## src/rtl/fifo_sched_pkg.sv

```systemverilog
// fifo_sched_pkg: scheduler state encoding and round-robin pointer helper
package fifo_sched_pkg;
  typedef enum logic [1:0] {IDLE, RD, CAP, OUT} sched_state_t;
  function automatic int rr_next(input int idx, input int n);
    return (idx >= n - 1) ? 0 : idx + 1;
  endfunction
endpackage

```

## src/rtl/rr_arbiter.sv

```systemverilog
// rr_arbiter: combinational round-robin pick starting just after last_grant
module rr_arbiter
  import fifo_sched_pkg::*;
#(
  parameter int NUM_REQ = 4
) (
  input  logic [NUM_REQ-1:0]         req,
  input  logic [$clog2(NUM_REQ)-1:0] last_grant,
  output logic [$clog2(NUM_REQ)-1:0] grant,
  output logic                       grant_valid
);
  localparam int IW = $clog2(NUM_REQ);
  logic [IW-1:0] idx;
  always_comb begin
    grant = '0;
    grant_valid = 1'b0;
    idx = last_grant;
    for (int k = 0; k < NUM_REQ; k++) begin
      idx = IW'(rr_next(int'(idx), NUM_REQ));
      if (!grant_valid && req[idx]) begin
        grant = idx;
        grant_valid = 1'b1;
      end
    end
  end
endmodule

```

## src/rtl/fifo_rr_sched.sv

```systemverilog
// fifo_rr_sched: round-robin FIFO-to-port scheduler; define SCHED_BURST_EN for multi-word grants
module fifo_rr_sched
  import fifo_sched_pkg::*;
#(
  parameter int NUM_REQ    = 4,
  parameter int DATA_WIDTH = 8,
  parameter int BURST_LEN  = 4
) (
  input  logic                          clk,
  input  logic                          rst,
  input  logic [NUM_REQ-1:0]            fifo_empty,
  input  logic [NUM_REQ*DATA_WIDTH-1:0] fifo_rdata,
  output logic [NUM_REQ-1:0]            fifo_rden,
  output logic                          out_valid,
  input  logic                          out_ready,
  output logic [DATA_WIDTH-1:0]         out_data,
  output logic [$clog2(NUM_REQ)-1:0]    out_src
);
  localparam int IW = $clog2(NUM_REQ);
  if (NUM_REQ < 2 || NUM_REQ > 8 || BURST_LEN < 1 || BURST_LEN > 16) begin : g_bad_cfg
    $error("fifo_rr_sched: parameter out of range");
  end
  sched_state_t state, state_nx;
  logic [IW-1:0] grant, last_grant, arb_grant;
  logic arb_valid, hs, burst;
  rr_arbiter #(.NUM_REQ(NUM_REQ)) u_arb (
    .req(~fifo_empty),
    .last_grant(last_grant),
    .grant(arb_grant),
    .grant_valid(arb_valid)
  );
  assign hs = (state == OUT) && out_ready;
  assign fifo_rden = (state == RD) ? ({{(NUM_REQ-1){1'b0}}, 1'b1} << grant) : '0;
`ifdef SCHED_BURST_EN
  logic [4:0] burst_cnt;
  assign burst = !fifo_empty[grant] && (burst_cnt < 5'(BURST_LEN - 1));
  always_ff @(posedge clk or posedge rst)
    if (rst) burst_cnt <= '0;
    else if (hs) burst_cnt <= burst ? burst_cnt + 5'd1 : '0;
`else
  assign burst = 1'b0;
`endif
  always_comb
    state_nx = (state == IDLE) ? (arb_valid ? RD : IDLE) :
               (state == RD)   ? CAP :
               (state == CAP)  ? OUT :
               (out_ready ? (burst ? RD : IDLE) : OUT);
  always_ff @(posedge clk or posedge rst) begin
    if (rst) begin
      state      <= IDLE;
      grant      <= '0;
      last_grant <= IW'(NUM_REQ - 1);
      out_valid  <= 1'b0;
      out_data   <= '0;
      out_src    <= '0;
    end else begin
      state <= state_nx;
      if (state == IDLE && arb_valid) grant <= arb_grant;
      if (state == CAP) begin
        out_data  <= fifo_rdata[grant*DATA_WIDTH +: DATA_WIDTH];
        out_src   <= grant;
        out_valid <= 1'b1;
      end
      if (hs) begin
        out_valid <= 1'b0;
        if (!burst) last_grant <= grant;
      end
    end
  end
endmodule
```

## config.mk

```make
export PLATFORM = sky130hd
export DESIGN_NAME = fifo_rr_sched
export DESIGN_NICKNAME = d
export VERILOG_FILES = /design/src/rtl/fifo_sched_pkg.sv /design/src/rtl/rr_arbiter.sv /design/src/rtl/fifo_rr_sched.sv
export SDC_FILE = /design/constraint.sdc
export NUM_CORES = 1
export LEC_CHECK = 0
export CORE_ASPECT_RATIO = 1.75
export CORE_MARGIN = 5
export CORE_UTILIZATION = 24
export CTS_CLUSTER_DIAMETER = 200
export DETAILED_ROUTE_END_ITERATION = 8
export GPL_ROUTABILITY_DRIVEN = 0
export PLACE_DENSITY_LB_ADDON = 0.3
export SETUP_SLACK_MARGIN = 0.02
export SLEW_MARGIN = 20
export SYNTH_ARGS = -nofsm -noshare
export SYNTH_HDL_FRONTEND = slang
export SYNTH_SLANG_ARGS = --single-unit
```

## constraint.sdc

```tcl
create_clock -name clk -period 1.95 [get_ports clk]
set_input_delay 0.2925 -clock clk [delete_from_list [all_inputs] [get_ports clk]]
set_output_delay 0.2925 -clock clk [all_outputs]
set_load 0.01 [all_outputs]
```

Yosys cells after proc, flatten, opt, wreduce, memory -nomap -nowiden
Cells that the tools add are included.

word-level totals
  flip-flop bits (word level) = 17
  logic and storage cells = 62

operators by class
  equal/unequal tests = 3
  add/subtract/negate cells = 4
  mux-type cells = 28
  order comparisons = 8
  shift-type cells = 2
  reduce and logical (&&, ||, !) cells = 10
  bitwise logic cells = 1

operators by type and width
  kind                 count
  $shiftx 32x6->8      1
  $mux 2               12
  $lt 2x3->1 const B   4
  $mux 1               11
  $add 2x1->2 const B  4
  $bmux 1 s2           4
  $ge 2x2->1 const B   4
  $logic_and 1x1->1    5
  $eq 2x2->1 const B   2
  $mux 4               1
  $not 4->4            1
  $shl 1x2->4 const A  1
  $logic_not 1->1      3
  $eq 2x1->1 const B   1
  $logic_not 2->1      1
  $reduce_bool 2->1    1

Logic depth before layout (Yosys ltp)
  depth after elaboration = 16
  mapped depth = 5

Hierarchy
Synthesis repeated with hierarchy kept, for this count alone.

second synthesis, totals
  cells, all modules = 77
  area, all modules = 1049.8 um^2

modules (own cells, without submodules)
  module         cells an instance  instances  area each (um^2)
  fifo_rr_sched  62                 1          942.2
  rr_arbiter     15                 1          107.6

Worst setup path before layout
Ideal clock, no wire load.

  path type = flip-flop to flip-flop
  start point = reg last_grant[0]
  end point = reg grant[0]
  period minus slack after synthesis = 1450 ps
  path slack = 500 ps
  arrival time = 1363 ps
  stages on the path, launching flop included = 6
  cells stage by stage = dfstp_2 > ha_1 > nor2_1 > o211ai_1 > a31o_2 > a22oi_1

on the way
  longest elaborated chain between the ends = 15
  elaborated cells on any way between the ends = 35
  those cells by class = add/sub: 4; order compare: 4; mux: 20; reduce/logical: 7

ends and longest elaborated chain
  element                                                               line                 source
  start, declared                                                       fifo_rr_sched.sv:24  logic [IW-1:0] grant, last_grant, arb_grant;
  start signal, assigned                                                fifo_rr_sched.sv:52  last_grant <= IW'(NUM_REQ - 1);
  start signal, assigned                                                fifo_rr_sched.sv:66  if (!burst) last_grant <= grant;
  $add 2x1->2 or $ge 2x2->1 (tied branches)                             fifo_sched_pkg.sv:5  return (idx >= n - 1) ? 0 : idx + 1;
  $mux 2 *                                                              fifo_sched_pkg.sv:5
  parallel branches: the longest is 13 deep, another holds $add 2x1->2  --
  end signal, assigned                                                  fifo_rr_sched.sv:58  if (state == IDLE && arb_valid) grant <= arb_grant;
  end, declared                                                         fifo_rr_sched.sv:24

Mark *: on every way between the ends. The select of a mux whose other input is x is not followed.
A chain may end at the register's enable or synchronous reset.

Worst setup path in the final report
  start point = reg state[0]
  end point = out fifo_rden[0]

on the way
  longest elaborated chain between the ends = 2

ends and longest elaborated chain
  element                 line                 source
  start, declared         fifo_rr_sched.sv:23  sched_state_t state, state_nx;
  start signal, assigned  fifo_rr_sched.sv:57  state <= state_nx;
  $eq 2x1->1              fifo_rr_sched.sv:33  assign fifo_rden = (state == RD) ? ({{(NUM_REQ-1){1'b0}}, 1'b1} << grant) : '0;
  $mux 4                  fifo_rr_sched.sv:33
  end, declared           fifo_rr_sched.sv:13  output logic [NUM_REQ-1:0] fifo_rden,

Every way passes these cells.

==> results.yml <==
setup_path:
  required_ns: 1.66
  path_class: "reg -> out"
  timing.rr.start: "last_grant[0]$_DFFE_PP1P_"
  end_kind: "output port"
  start_kind: "register"
  cp.arrival_ns: 1.36
  worstPathMaxFanout: 5
  worstSetupStartpoint: "state[0]$_DFF_PP0_"
synthesis:
  synth_nets: 120
  syn_inst: 80
  synth_area_um2: 1020
  synth-seq-cells: 17
  netlist_top_cells_area: "dfrtp_1 37%, mux4_2 11%, mux4_1 7.7%"
  synth_area_leader_cell: "dfrtp_1"
  async_flop_share: 1.00
  netlist.area_leader.share: 0.369
  synth_most_common_cell: "dfrtp_1"
  yosys_warnings: 0
  ys_seq_area_frac: 0.420
  syn_avg_cell_area_um2: 12.7
  synth_edf_count: 0
  netlist_top_cells_count: "15 x dfrtp_1, 7 x nand2_1, 6 x mux2_2"
  synth.distinct_cells: 31
  ys.flop_type: "dfrtp_1"
flow_run:
  maxCapViolCount: 0
timing:
  min_period_ns: 1.65
  rsz0062_at_grt: "no"
  drv_slew: 0
  finalSetupViolations: 0
  setup_tns_ns: 0
  period_share: 0.849
  worst_pin_slew_ns: 0.644
  fin_skew_ns: 0.00202
  relSlewSlack: 0.570
  finalHoldViolCount: 0
  clock.fmax_ghz: 0.604
cts:
  hold_buffers: 0
  cts_tree: "built"
  cts_buffers: 3
  clkLatencyLatePin_ns: 0.25
  htree_num_levels: 1
  clockRootBuffer: "clkbuf_8"
  cts_buffer_depth: 2
  cts_num_sinks: 17
  clkTransAtPathRegs_ns: 0.07
detailed_routing:
  drt_iter0_drc: 6
  route.vias.total: 887
  dr.pass1.iters: 2
  drc: 0
  viasPerCell: 4.72
  antenna_left: 0
  wl_per_cell_um: 15.7
  totalWireLength_mm: 2.94
placement:
  dp.final_hpwl_mm: 2.36
  dpl.cell_count: 183
  numPortBuffers: 53
layout:
  fin_cells: 188
  area_growth_pct: 65.4
  drive_gt1_frac: 0.223
  nNetsFinal: 180
  antenna_cells: 0
pwr:
  ir_drop_mv: 0.893
  powerDensity_nw_per_um2: 1340
  leakagePower_nw: 0.733
  p_total_w: 0.00225
global_route:
  overflow: 0
  grt_use_total: 0.111
  grt_max_degree: 18
  antenna_found_initial: 0
  grt_pass1_vias: 987
  grt_pass1_wl_mm: 4.80
die:
  die_y_um: 96.2
  die_w_um: 59.2
  pin_count: 54
  fp.dieArea_um2: 5700
  initial_core_util: 0.248
  row_count: 31
  fp.coreArea_um2: 4110
run_status:
  outcome: "finished, final reports clean"
min_path:
  hold_class: "in -> async"
## metal layers
| metal | global-route usage | part of all wire | wire length [um] |
|---|---|---|---|
| met1 | 0.117 | 0.36 | 1050 |
| met4 | 0.0567 | 0.014 | 40 |
| met2 | 0.206 | 0.57 | 1680 |
| met3 | 0.0161 | 0.059 | 174 |
| met5 | 0 | 0 | 0 |
## sequential cells by signal, summed over array words and instances, names as in the netlist
name,flops
out_data,8
last_grant,2
state,2
out_valid,1
grant,2
out_src,2
## cell type report
class | instances | area [um2]
clock buffer | 4 | 45.0
tap | 49 | 61.3
inverter | 2 | 7.51
timing repair buffer | 58 | 574
sequential | 17 | 430
fill | 438 | 2430
multi-input combinational | 58 | 566
## power breakdown
group          internal [W]  switching (W)
sequential         0.000553       0.000156
clock              0.000145       0.000116
combinational      0.000800       0.000485
## timing repair
item,CTS,global route
pin swaps,0,0
endpoints found under the hold margin,0,0
resized for setup,3,4
setup buffers,0,1
endpoints found under the setup margin,4,3
## worst max-delay path, cell delays in order, from the launching register on
cell and delay (ns):
dfrtp_1 0.42, nor2b_2 0.22, nor3b_1 0.19, dlygate4sd2_1 0.29
## final timing paths
kind | slack [ns] | depth (start not counted) | end
min reg2reg | 0.49 | 1 | out_valid$_DFFE_PP0P_
max | 0.30 | 3 | fifo_rden[0]
max in group asynchronous | 1.06 | 2 | grant[0]$_DFFE_PP0P_
max reg2reg | 0.39 | 5 | grant[0]$_DFFE_PP0P_
min | 0.44 | 2 | out_data[3]$_DFFE_PP0P_
min in group clk | 0.49 | 1 | out_valid$_DFFE_PP0P_
## cell families after synthesis
kind of cell,count (synthesis),synth area share
simple gates,25,0.127
mux,19,0.328
flops,17,0.420
compound gates,13,0.0860
buf+inv,5,0.0270
fa+ha+maj,1,0.0123
## placed cells by master, fill, tap and decap left out, drive strengths merged, types with 2 or more instances in the layout
| cell type | synthesis | final |
|---|---|---|
| clkdlybuf4s50 | 0 | 49 |
| dfrtp | 15 | 15 |
| mux2 | 11 | 11 |
| mux4 | 8 | 8 |
| nand2 | 7 | 7 |
| o21ai | 5 | 5 |
| nor2 | 5 | 5 |
| buf | 2 | 5 |
| clkbuf | 1 | 4 |
| dlymetal6s2s | 0 | 3 |
| nor2b | 3 | 3 |
| inv | 2 | 2 |
| nand3b | 2 | 2 |
| nand2b | 2 | 2 |
| dfstp | 2 | 2 |
| and3 | 2 | 2 |
## through the flow
stage          utilization  hold WS, ns  instance area (um2)  setup WS (ns)
3_3_place_gp         0.394        0.462                 1620          0.276
5_1_grt              0.410        0.506                 1680          0.214
2_1_floorplan            -        0.217                 1020          0.500
3_5_place_dp         0.394        0.475                 1620          0.249
6_report             0.410        0.438                 1680          0.295
4_1_cts              0.406        0.482                 1670         0.0244
No activity file was read; power rests on OpenSTA's default activity.
